<file path="src/rtl/ser_pkg.sv">
// Shared definitions for the serial deserialiser: FSM state encoding and
// the default word length.
package ser_pkg;
    typedef enum logic {
        IDLE    = 1'b0,
        COLLECT = 1'b1
    } state_t;

    localparam int WIDTH_DEF = 8;
endpackage

</file>
<file path="src/rtl/ser_bit_cnt.sv">
// Bit-position counter for serial_deser with terminal-count detect.
// clr together with inc restarts the count at 1 (new frame's bit 0 accepted).
module ser_bit_cnt #(
    parameter int WIDTH = 8,
    parameter int CNT_W = $clog2(WIDTH)
) (
    input  logic             t_clk,
    input  logic             r,
    input  logic             inc,
    input  logic             clr,
    output logic [CNT_W-1:0] count,
    output logic             last
);
    localparam logic [CNT_W-1:0] TERM = CNT_W'(WIDTH - 1);

    logic [CNT_W-1:0] base;

    assign last = (count == TERM);
    assign base = clr ? '0 : count;

    // Wrap explicitly at WIDTH-1 so non-power-of-two widths never reach unused codes
    always_ff @(posedge t_clk or negedge r) begin
        if (!r) begin
            count <= '0;
        end else if (inc) begin
            count <= (last && !clr) ? '0 : base + CNT_W'(1);
        end else begin
            count <= base;
        end
    end
endmodule

</file>
<file path="src/rtl/serial_deser.sv">
// Collects an LSB-first serial bit stream into parallel words and presents
// them on a registered valid/ready port with framing-error and overflow flags.
module serial_deser
    import ser_pkg::*;
#(
    parameter int WIDTH = WIDTH_DEF,
    parameter int CNT_W = $clog2(WIDTH)
) (
    input  logic             t_clk,
    input  logic             r,
    input  logic             sin,
    input  logic             sin_vld,
    input  logic             sof,
    output logic [WIDTH-1:0] dout,
    output logic             dout_vld,
    input  logic             dout_rdy,
    output logic             ferr,
    output logic             ovf,
    output logic             busy
);
    state_t           state;
    state_t           state_nxt;
    logic [WIDTH-1:0] sreg;
    logic [WIDTH-1:0] sreg_nxt;
    logic [CNT_W-1:0] count;
    logic             last;
    logic             cnt_inc;
    logic             cnt_clr;
    logic             done;
    logic             ferr_nxt;

    ser_bit_cnt #(
        .WIDTH(WIDTH),
        .CNT_W(CNT_W)
    ) u_cnt (
        .t_clk(t_clk),
        .r    (r),
        .inc  (cnt_inc),
        .clr  (cnt_clr),
        .count(count),
        .last (last)
    );

    assign busy = (state == COLLECT);

    always_ff @(posedge t_clk or negedge r) begin
        if (!r) begin
            state <= IDLE;
        end else begin
            state <= state_nxt;
        end
    end

    always_comb begin
        state_nxt = state;
        sreg_nxt  = sreg;
        cnt_inc   = 1'b0;
        cnt_clr   = 1'b0;
        done      = 1'b0;
        ferr_nxt  = 1'b0;
        if (sin_vld) begin
            case (state)
                IDLE: begin
                    if (sof) begin
                        sreg_nxt[0] = sin;
                        cnt_inc     = 1'b1;
                        cnt_clr     = 1'b1;
                        state_nxt   = COLLECT;
                    end else begin
                        ferr_nxt = 1'b1;
                    end
                end
                COLLECT: begin
                    // A fresh sof mid-frame abandons the partial word and restarts at bit 0
                    if (sof) begin
                        ferr_nxt    = 1'b1;
                        sreg_nxt[0] = sin;
                        cnt_inc     = 1'b1;
                        cnt_clr     = 1'b1;
                    end else begin
                        sreg_nxt[count] = sin;
                        cnt_inc         = 1'b1;
                        if (last) begin
                            done      = 1'b1;
                            state_nxt = IDLE;
                        end
                    end
                end
                default: state_nxt = IDLE;
            endcase
        end
    end

    // Output register: a completed word is dropped only if the held one is not leaving
    always_ff @(posedge t_clk or negedge r) begin
        if (!r) begin
            sreg     <= '0;
            dout     <= '0;
            dout_vld <= 1'b0;
            ferr     <= 1'b0;
            ovf      <= 1'b0;
        end else begin
            sreg <= sreg_nxt;
            ferr <= ferr_nxt;
            if (done) begin
                if (!dout_vld || dout_rdy) begin
                    dout     <= sreg_nxt;
                    dout_vld <= 1'b1;
                end else begin
                    ovf <= 1'b1;
                end
            end else if (dout_rdy) begin
                dout_vld <= 1'b0;
            end
        end
    end
endmodule
</file>
<file path="config.mk">
export PLATFORM = sky130hd
export DESIGN_NAME = serial_deser
export DESIGN_NICKNAME = d
export VERILOG_FILES = /design/src/rtl/ser_pkg.sv /design/src/rtl/ser_bit_cnt.sv /design/src/rtl/serial_deser.sv
export SDC_FILE = /design/constraint.sdc
export NUM_CORES = 1
export LEC_CHECK = 0
export BUFFER_PORTS_ARGS = -buffer_cell sky130_fd_sc_hd__buf_2
export CAP_MARGIN = 30
export CORE_UTILIZATION = 30
export CTS_CLUSTER_SIZE = 20
export DETAILED_ROUTE_END_ITERATION = 10
export PLACE_DENSITY_LB_ADDON = 0.1
export SYNTH_ARGS = -nofsm -noshare
export SYNTH_HDL_FRONTEND = slang
export SYNTH_SLANG_ARGS = --single-unit
</file>
<file path="constraint.sdc">
create_clock -name t_clk -period 2.6 [get_ports t_clk]
set_input_delay 0.13 -clock t_clk [delete_from_list [all_inputs] [get_ports t_clk]]
set_output_delay 0.13 -clock t_clk [all_outputs]
set_load 0.01 [all_outputs]
</file>
==> flow_summary.ini, run 1 <==
[min_path]
hold_class = in2reg
whs_path_depth = 3
hp-start = sin

[place]
routabilityCongestion = 0.787
io_buffers = 17
placedCellCount = 152
dpl_worst_slack_ns = 0.898
hpwl_um = 1440
dpl_cell_area_mm2 = 0.00118

[timing]
finClkSkew_ns = 0.00845
slew_violations = 0
max_slew_margin_pct = 63.1
rsz0062_at_grt = no
fmax_mhz = 590
tightest_slew_ns = 0.552
finalSetupViolCount = 0
setup_tns_ns = 0
finalCritPeriodShare_pct = 65.2
layout_min_cycle_time_ns = 1.69
hold_viol_final = 0
fin_ws_ns = 0.906

[clock_network]
numCtsBuffers = 3
clk_pin_slew_ns = 0.14
cts_tree = done
cts_resized = 0
root_buffer = clkbuf_4
cts_setup_buffers = 0
clk_latency_ns = 0.33
clock_sinks = 22
cts.htree.levels = 1
ctsLongestPathBuffers = 2

[yosys]
synthMostInstantiatedCell = dfrtp_1
synth_flop_cell = dfrtp_1
netlist.top_cell.by_area = dfrtp_1
ys_seq_elements = 22
yosys.area.top_type_share_pct = 51.0
synth_area_leaders = dfrtp_1 51%, mux2i_1 4.6%, mux2_4 4.2%, o21ai_0 3.2%, buf_6 3.1%
yosysSeqAreaShare_pct = 51.0
netlist_area_mm2 = 0.00108
yosysWarnings = 0
synthAdderAreaFrac_pct = 2.32
syn_area_per_cell_um2 = 11.6
synth-xor-area-share_pct = 0
syn_nets = 101
synth-compound-area-share_pct = 13.1
synth_top_family_by_area = simple AND/OR/NAND/NOR gates
async_reset_ff_share_pct = 100
synthSimpleGateAreaFrac_pct = 17.3
synthTopCellsByCount = 22 x dfrtp_1, 8 x inv_1, 7 x o21ai_0
postSynthCellCount = 93
yosysUniqueCellTypes = 34
synth_edf_count = 0
synthMuxAreaShare_pct = 9.86

[power]
p_switching_w = 0.000359
power.internal_w = 0.000767
combPwrFrac_pct = 27.7
ir_drop_v = 0.000440
p_per_area_mw_per_mm2 = 904
switching_share_pct = 31.9
clockPowerShare_pct = 24.3
p_leak_nw = 0.599
p_total_w = 0.00113
power_frac_seq_pct = 48.0

[final_layout]
seqCellArea_um2 = 551
drive_gt1_share_pct = 28.8
multi_input_area_um2 = 459
nNetsFinal = 120
antenna_cells = 0
fill_cells = 339
stdcell_area_mm2 = 0.00124
fin_cells = 157
syn_to_final_growth_pct = 15.4

[route]
ant_nets = 0
drt-initial-drc-count = 25
drt_first_pass_iters = 4
dr_total_vias = 729
drc = 0
wl_per_cell_um = 12.8
routed_wl_um = 2020
vias_per_cell = 4.64

[worst_setup_path]
cp_max_fo = 11
critPathArrivalTime_ns = 1.92
worstSetupStartpointType = flop
criticalPathCategory = reg2reg
cp-startpoint = u_cnt.count[0]
reg2reg_setup_slack_ns = 0.91
r2r-end = dout[3]
end_kind = flop
endpoint = dout[3]
r2r-start = u_cnt.count[0]
required_ns = 2.83
r2r_cells = 3

[floorplan]
die_h_um = 62.0
num_io_pins = 18
die_area_mm2 = 0.00384
rows = 21
die_w_um = 62.0
initial_core_util_pct = 31.8
core_mm2 = 0.00339

[grt]
grt_use_total_pct = 12.1
grt_pass1_vias = 691
grt_start_max_net_pins = 23
antenna_found_initial = 0
gr-total-overflow = 0
grt_pass1_wl_um = 3310

[outcome]
outcome = finished clean

[flow_run]
max-cap-violations = 0
## power groups by stage
stage | combinational [W] | clock (W) | sequential (W)
global route | 0.000357 | 0.000293 | 0.000563
global placement | 0.000313 | 0 | 0.000545
CTS | 0.000316 | 0.000279 | 0.000542
finish | 0.000312 | 0.000274 | 0.000540
detailed placement | 0.000314 | 0 | 0.000549
floorplan | 0.000235 | 0 | 0.000537
## worst min-delay path by stage
stage | end
global route | dout[7]
CTS | sreg[0]
detailed placement | dout[5]
finish | sreg[0]
floorplan | busy
global placement | dout[5]
## layer usage
layer | wire (µm) | part of all wire [%] | vias up | global-route usage, %
li1 | - | - | 360 | -
met1 | 957 | 47 | 348 | 17.5
met4 | 0 | 0 | 0 | 3.49
met5 | 0 | 0 | - | 0
met2 | 963 | 48 | 21 | 17.0
met3 | 96 | 4.8 | 0 | 4.35
## cell families (layout without fill, tap and decap cells)
family / Yosys count / after routing
AOI/OAI and AO/OA: 21 / 21
adders and majority gates: 2 / 2
buffers and inverters: 12 / 30
DFF: 22 / 22
muxes: 9 / 9
and+or+nand+nor: 27 / 27
## critical path, stage by stage, from the launching register on
cell and delay, ns:
dfrtp_1 0.57, nand3_4 0.15, nor3_4 0.53, mux2_4 0.35
## area by class of cell
type	count	share of cell area, %
sequential	22	44.2
multi-input combinational	59	36.9
timing repair buffer	18	7.64
tap	46	4.62
clock inverter	1	2.41
inverter	8	2.41
clock buffer	3	1.81
## cell usage in the layout (no fill, tap or decap), types with 3 or more instances in the layout
master,n
clkbuf_4,3
mux2_4,3
dfrtp_1,22
nor2_1,6
mux2i_1,5
buf_2,17
o31ai_1,4
nand2_1,5
inv_1,8
o21ai_0,7
## sequential cells by signal, summed over array words and instances, names as in the netlist
signal / flops
dout_vld: 1
sreg: 7
ovf: 1
ferr: 1
busy: 1
u_cnt.count: 3
dout: 8
## timing repair
action,4_1_cts,5_1_grt
hold buffers,1,0
setup endpoints to repair,0,0
hold endpoints to repair,22,0
## through the flow
stage | util [%] | hold WS (ns)
global route | 36.7 | 0.0966
floorplan | - | -0.166
CTS | 36.7 | 0.0928
detailed placement | 34.9 | 0.136
finish | 36.7 | 0.0923
global placement | 34.9 | 0.133
(Power assumes the default switching activity.)
==> inputs of run 2 (changes only) <==
Settings changed: ABC_AREA set to 1.
Clock period 2.6 ns to 1.5 ns, I/O delays scaled along.
==> flow_summary.ini, run 2 <==
[outcome]
outcome = finished clean

[clock_network]
clk_pin_slew_ns = 0.12
root_buffer = clkbuf_4
clock_sinks = 22
cts.htree.levels = 1
numCtsBuffers = 3
ctsLongestPathBuffers = 2
cts_resized = 0
cts_tree = done
clk_latency_ns = 0.30

[route]
drc = 0
vias_per_cell = 4.29
drt-initial-drc-count = 43
routed_wl_um = 2110
ant_nets = 0
dr_total_vias = 862
wl_per_cell_um = 10.5
drt_first_pass_iters = 4

[floorplan]
die_w_um = 62.2
rows = 21
die_area_mm2 = 0.00387
die_h_um = 62.2
core_mm2 = 0.00342
num_io_pins = 18
initial_core_util_pct = 31.8

[yosys]
yosysUniqueCellTypes = 20
yosysSeqAreaShare_pct = 50.6
synthTopCellsByCount = 38 x nand2_1, 23 x inv_1, 22 x dfrtp_1
synth_flop_cell = dfrtp_1
synth_area_leaders = dfrtp_1 51%, nand2_1 13%, inv_1 7.9%, nand3_1 7.8%, nand3_4 3.2%
netlist_area_mm2 = 0.00109
postSynthCellCount = 129
ys_seq_elements = 22
netlist.top_cell.by_area = dfrtp_1
yosysWarnings = 0
syn_area_per_cell_um2 = 8.43
yosys.area.top_type_share_pct = 50.6
syn_nets = 137
synth_edf_count = 0
async_reset_ff_share_pct = 100
synthMostInstantiatedCell = nand2_1

[timing]
tightest_slew_ns = 0.488
max_slew_margin_pct = 67.4
fmax_mhz = 747
finalSetupViolCount = 0
slew_violations = 0
fin_ws_ns = 0.161
setup_tns_ns = 0
layout_min_cycle_time_ns = 1.34
finClkSkew_ns = 0.00603
finalCritPeriodShare_pct = 89.3
hold_viol_final = 0

[min_path]
hold_class = in2reg

[final_layout]
final_common_cell = nand2_1
largest_reg_flops = 8
fin_cells = 201
drive_gt1_share_pct = 21.3
syn_to_final_growth_pct = 19.8
antenna_cells = 0
final_cell_mix = 38 x nand2_1, 23 x inv_1, 22 x dfrtp_1
nNetsFinal = 165
regMostFlops = dout
top_regs = dout (8), sreg (7), u_cnt.count (3)

[worst_setup_path]
criticalPathCategory = reg2reg
cp_max_fo = 7
end_kind = flop
path_buf_inv = 0
cp_cell_sequence = nand2_1, nor2_4, nand3_4, nor2_4, nand3_1, nand2_1
worstSetupStartpointType = flop
crit_family = simple AND/OR/NAND/NOR gates
required_ns = 1.75
max_stage_delay_ns = 0.41
critPathArrivalTime_ns = 1.59
critPathSlowestCell = dfrtp_1

[grt]
gr-total-overflow = 0
grt_use_total_pct = 12.0
grt_pass1_vias = 807
grt_start_max_net_pins = 23
antenna_found_initial = 0
grt_pass1_wl_um = 3640

[place]
io_buffers = 17
dpl_worst_slack_ns = 0.158
placedCellCount = 193
hpwl_um = 1570
routabilityCongestion = 0.764

[power]
switching_share_pct = 38.5
p_leak_nw = 0.722
ir_drop_v = 0.000560
p_switching_w = 0.000728
power.internal_w = 0.00116
power_frac_seq_pct = 47.5
p_per_area_mw_per_mm2 = 1450
combPwrFrac_pct = 38.7
clockPowerShare_pct = 13.8

[flow_run]
max-cap-violations = 0
-- run 2: timing repair --
action	4_1_cts	5_1_grt
hold buffers	2	0
setup endpoints to repair	0	5
setup buffers	0	3
hold endpoints to repair	23	0
-- run 2: metal layers --
layer | part of all wire (%) | global-route usage (%) | wire length (µm)
met3 | 3.1 | 2.39 | 66
met4 | 1.6 | 5.23 | 34
met2 | 45 | 19.0 | 951
met1 | 50 | 16.0 | 1060
met5 | 0 | 0 | 0
-- run 2: power by group through the flow --
stage               Combinational (W)  Sequential, W  Clock (W)
floorplan                    0.000448       0.000956          0
global placement             0.000717       0.000907          0
detailed placement           0.000722       0.000913          0
CTS                          0.000731       0.000900   0.000281
global route                 0.000841       0.000923   0.000304
finish                       0.000732       0.000898   0.000262
-- run 2: worst paths after layout --
kind                               from  slack [ns]        endpoint  depth (start not counted)
worst max-delay path               busy        0.16         dout[6]                          6
worst min-delay path            sin_vld        0.06            ferr                          3
worst max register to register     busy        0.16         dout[6]                          6
worst min register to register  dout[5]        0.49         dout[5]                          2
max in group asynchronous             r        0.92         sreg[6]                          2
min in group asynchronous             r        0.25  u_cnt.count[0]                          2
-- run 2: final cells by class --
| type | instances | area (µm²) |
|---|---|---|
| timing repair buffer | 23 | 135 |
| sequential | 22 | 551 |
| fill | 372 | 2110 |
| tap | 46 | 57.6 |
| multi-input combinational | 83 | 444 |
| inverter | 24 | 92.6 |
| clock buffer | 3 | 22.5 |
-- run 2: tightest hold or removal path: stages --
cell and delay, ns:
buf_2 0.11, inv_1 0.10, nor2_1 0.05
-- run 2: metrics by stage --
step / cell area (µm²) / util (%) / hold WS, ns / power (W)
global placement: 1240 / 36.2 / 0.0686 / 0.00162
floorplan: 1090 / - / -0.221 / 0.00140
finish: 1300 / 38.1 / 0.0578 / 0.00189
detailed placement: 1240 / 36.2 / 0.0708 / 0.00164
global route: 1300 / 38.1 / 0.0687 / 0.00207
CTS: 1280 / 37.5 / 0.0420 / 0.00191
-- run 2: cells by family (layout without fill, tap and decap cells) --
group,after synthesis,in the layout,synth area share [%]
AO/OA/AOI/OAI,4,4,2.76
XOR/XNOR,2,2,1.61
adder cells (fa/ha/maj),2,2,2.30
buffers and inverters,24,50,8.52
flip-flops,22,22,50.6
AND/OR/NAND/NOR,75,75,34.2
==> inputs of run 3 (changes only) <==
Settings changed: CTS_BUF_LIST set to sky130_fd_sc_hd__clkbuf_16.
==> flow_summary.ini, run 3 (synthesis gave the netlist of run 2 again) <==
[outcome]
outcome = finished clean

[grt]
met3_usage_pct = 2.39
top_usage_layer = met2
gr-total-overflow = 0
antenna_found_initial = 0
grt_pass1_wl_um = 3660
grt_start_max_net_pins = 23
grtUsageMet1_pct = 16.2
grt_pass1_vias = 807
grt_use_total_pct = 12.2
grt_util_met2_pct = 19.0

[route]
wl_per_cell_um = 10.6
routed_wl_um = 2120
drc = 0
dr_total_vias = 868
vias_per_cell = 4.34
ant_nets = 0
drt-initial-drc-count = 30
drt_first_pass_iters = 4

[timing]
finClkSkew_ns = 0.00475
rsz0062_at_grt = no
layout_min_cycle_time_ns = 1.32
tightest_slew_ns = 0.488
fmax_mhz = 756
max_slew_margin_pct = 67.5
slew_violations = 0
finalCritPeriodShare_pct = 88.2
setup_tns_ns = 0
hold_viol_final = 0
finalSetupViolCount = 0

[floorplan]
core_mm2 = 0.00342
rows = 21
die_w_um = 62.2
num_io_pins = 18
initial_core_util_pct = 31.8
die_area_mm2 = 0.00387
die_h_um = 62.2

[final_layout]
top_regs = dout (8), sreg (7), u_cnt.count (3)
final_cell_mix = 38 x nand2_1, 23 x inv_1, 22 x dfrtp_1
drive_gt1_share_pct = 21.4
syn_to_final_growth_pct = 23.7
final_common_cell = nand2_1
nNetsFinal = 164
regMostFlops = dout
antenna_cells = 0
largest_reg_flops = 8

[power]
p_total_w = 0.00218
p_leak_nw = 0.741
p_per_area_mw_per_mm2 = 1620
ir_drop_v = 0.000610

[clock_network]
clk_pin_slew_ns = 0.06
numCtsBuffers = 3
root_buffer = clkbuf_16
cts_tree = done
ctsLongestPathBuffers = 2
cts.htree.levels = 1
clock_sinks = 22
clk_latency_ns = 0.26

[worst_setup_path]
cp_max_fo = 7
worstSetupStartpointType = flop
required_ns = 1.70
criticalPathCategory = reg2reg
critPathArrivalTime_ns = 1.52
end_kind = flop

[min_path]
hold_class = in2reg

[place]
hpwl_um = 1570
io_buffers = 17
routabilityCongestion = 0.764

[flow_run]
max-cap-violations = 0
run 3: cell types whose count changed in the layout (fill, tap and decap cells not counted):
cell,change
dlygate4sd3_1,-1
clkbuf_16,+3
clkbuf_4,-3
run 3: final timing paths:
| path | startpoint | endpoint | slack [ns] | depth (start not counted) |
|---|---|---|---|---|
| max | busy | dout[6] | 0.18 | 6 |
| max reg2reg | busy | dout[6] | 0.18 | 6 |
| min in group asynchronous | r | u_cnt.count[0] | 0.31 | 2 |
| min | sin | sreg[0] | 0.06 | 3 |
| max in group asynchronous | r | sreg[6] | 0.85 | 2 |
| min reg2reg | dout[5] | dout[5] | 0.48 | 2 |
run 3: critical path, cell delays in order (launching register included):
cell,delay [ns]
dfrtp_1,0.39
nand2_1,0.16
nor2_4,0.24
nand3_4,0.11
nor2_4,0.18
nand3_1,0.11
nand2_1,0.07
run 3: through the flow:
stage	cell area (µm²)	cells	util, %	hold WS, ns	setup slack [ns]
2_1_floorplan	1090	129	-	-0.221	0.253
3_3_place_gp	1240	193	36.2	0.0686	0.210
3_5_place_dp	1240	193	36.2	0.0708	0.158
4_1_cts	1320	197	38.7	0.0624	0.137
5_1_grt	1350	200	39.4	0.0926	0.0149
6_report	1350	200	39.4	0.0650	0.177
run 3: area by class of cell:
class	instances	area (µm²)
clock buffer	3	75.1
fill	365	2070
inverter	24	92.6
multi-input combinational	83	444
sequential	22	551
tap	46	57.6
timing repair buffer	22	125
run 3: what timing repair did:
| action | 4_1_cts | 5_1_grt |
|---|---|---|
| setup buffers | 0 | 3 |
| resized for setup | 0 | 0 |
| hold buffers | 1 | 0 |
| endpoints found under the setup margin | 0 | 3 |
| endpoints found under the hold margin | 22 | 0 |
run 3: routing by layer:
layer | routed length [µm] | share of wire [%]
met5 | 0 | 0
met4 | 49 | 2.3
met3 | 74 | 3.5
met2 | 941 | 44
met1 | 1050 | 50
run 3: where the power goes:
part / switching (W) / leakage [nW] / internal, W / total (W)
logic: 0.000454 / 0.436 / 0.000275 / 0.000729
clock network: 0.000199 / 0.0370 / 0.000352 / 0.000550
registers: 0.000104 / 0.268 / 0.000797 / 0.000901
total: 0.000757 / 0.741 / 0.00142 / 0.00218
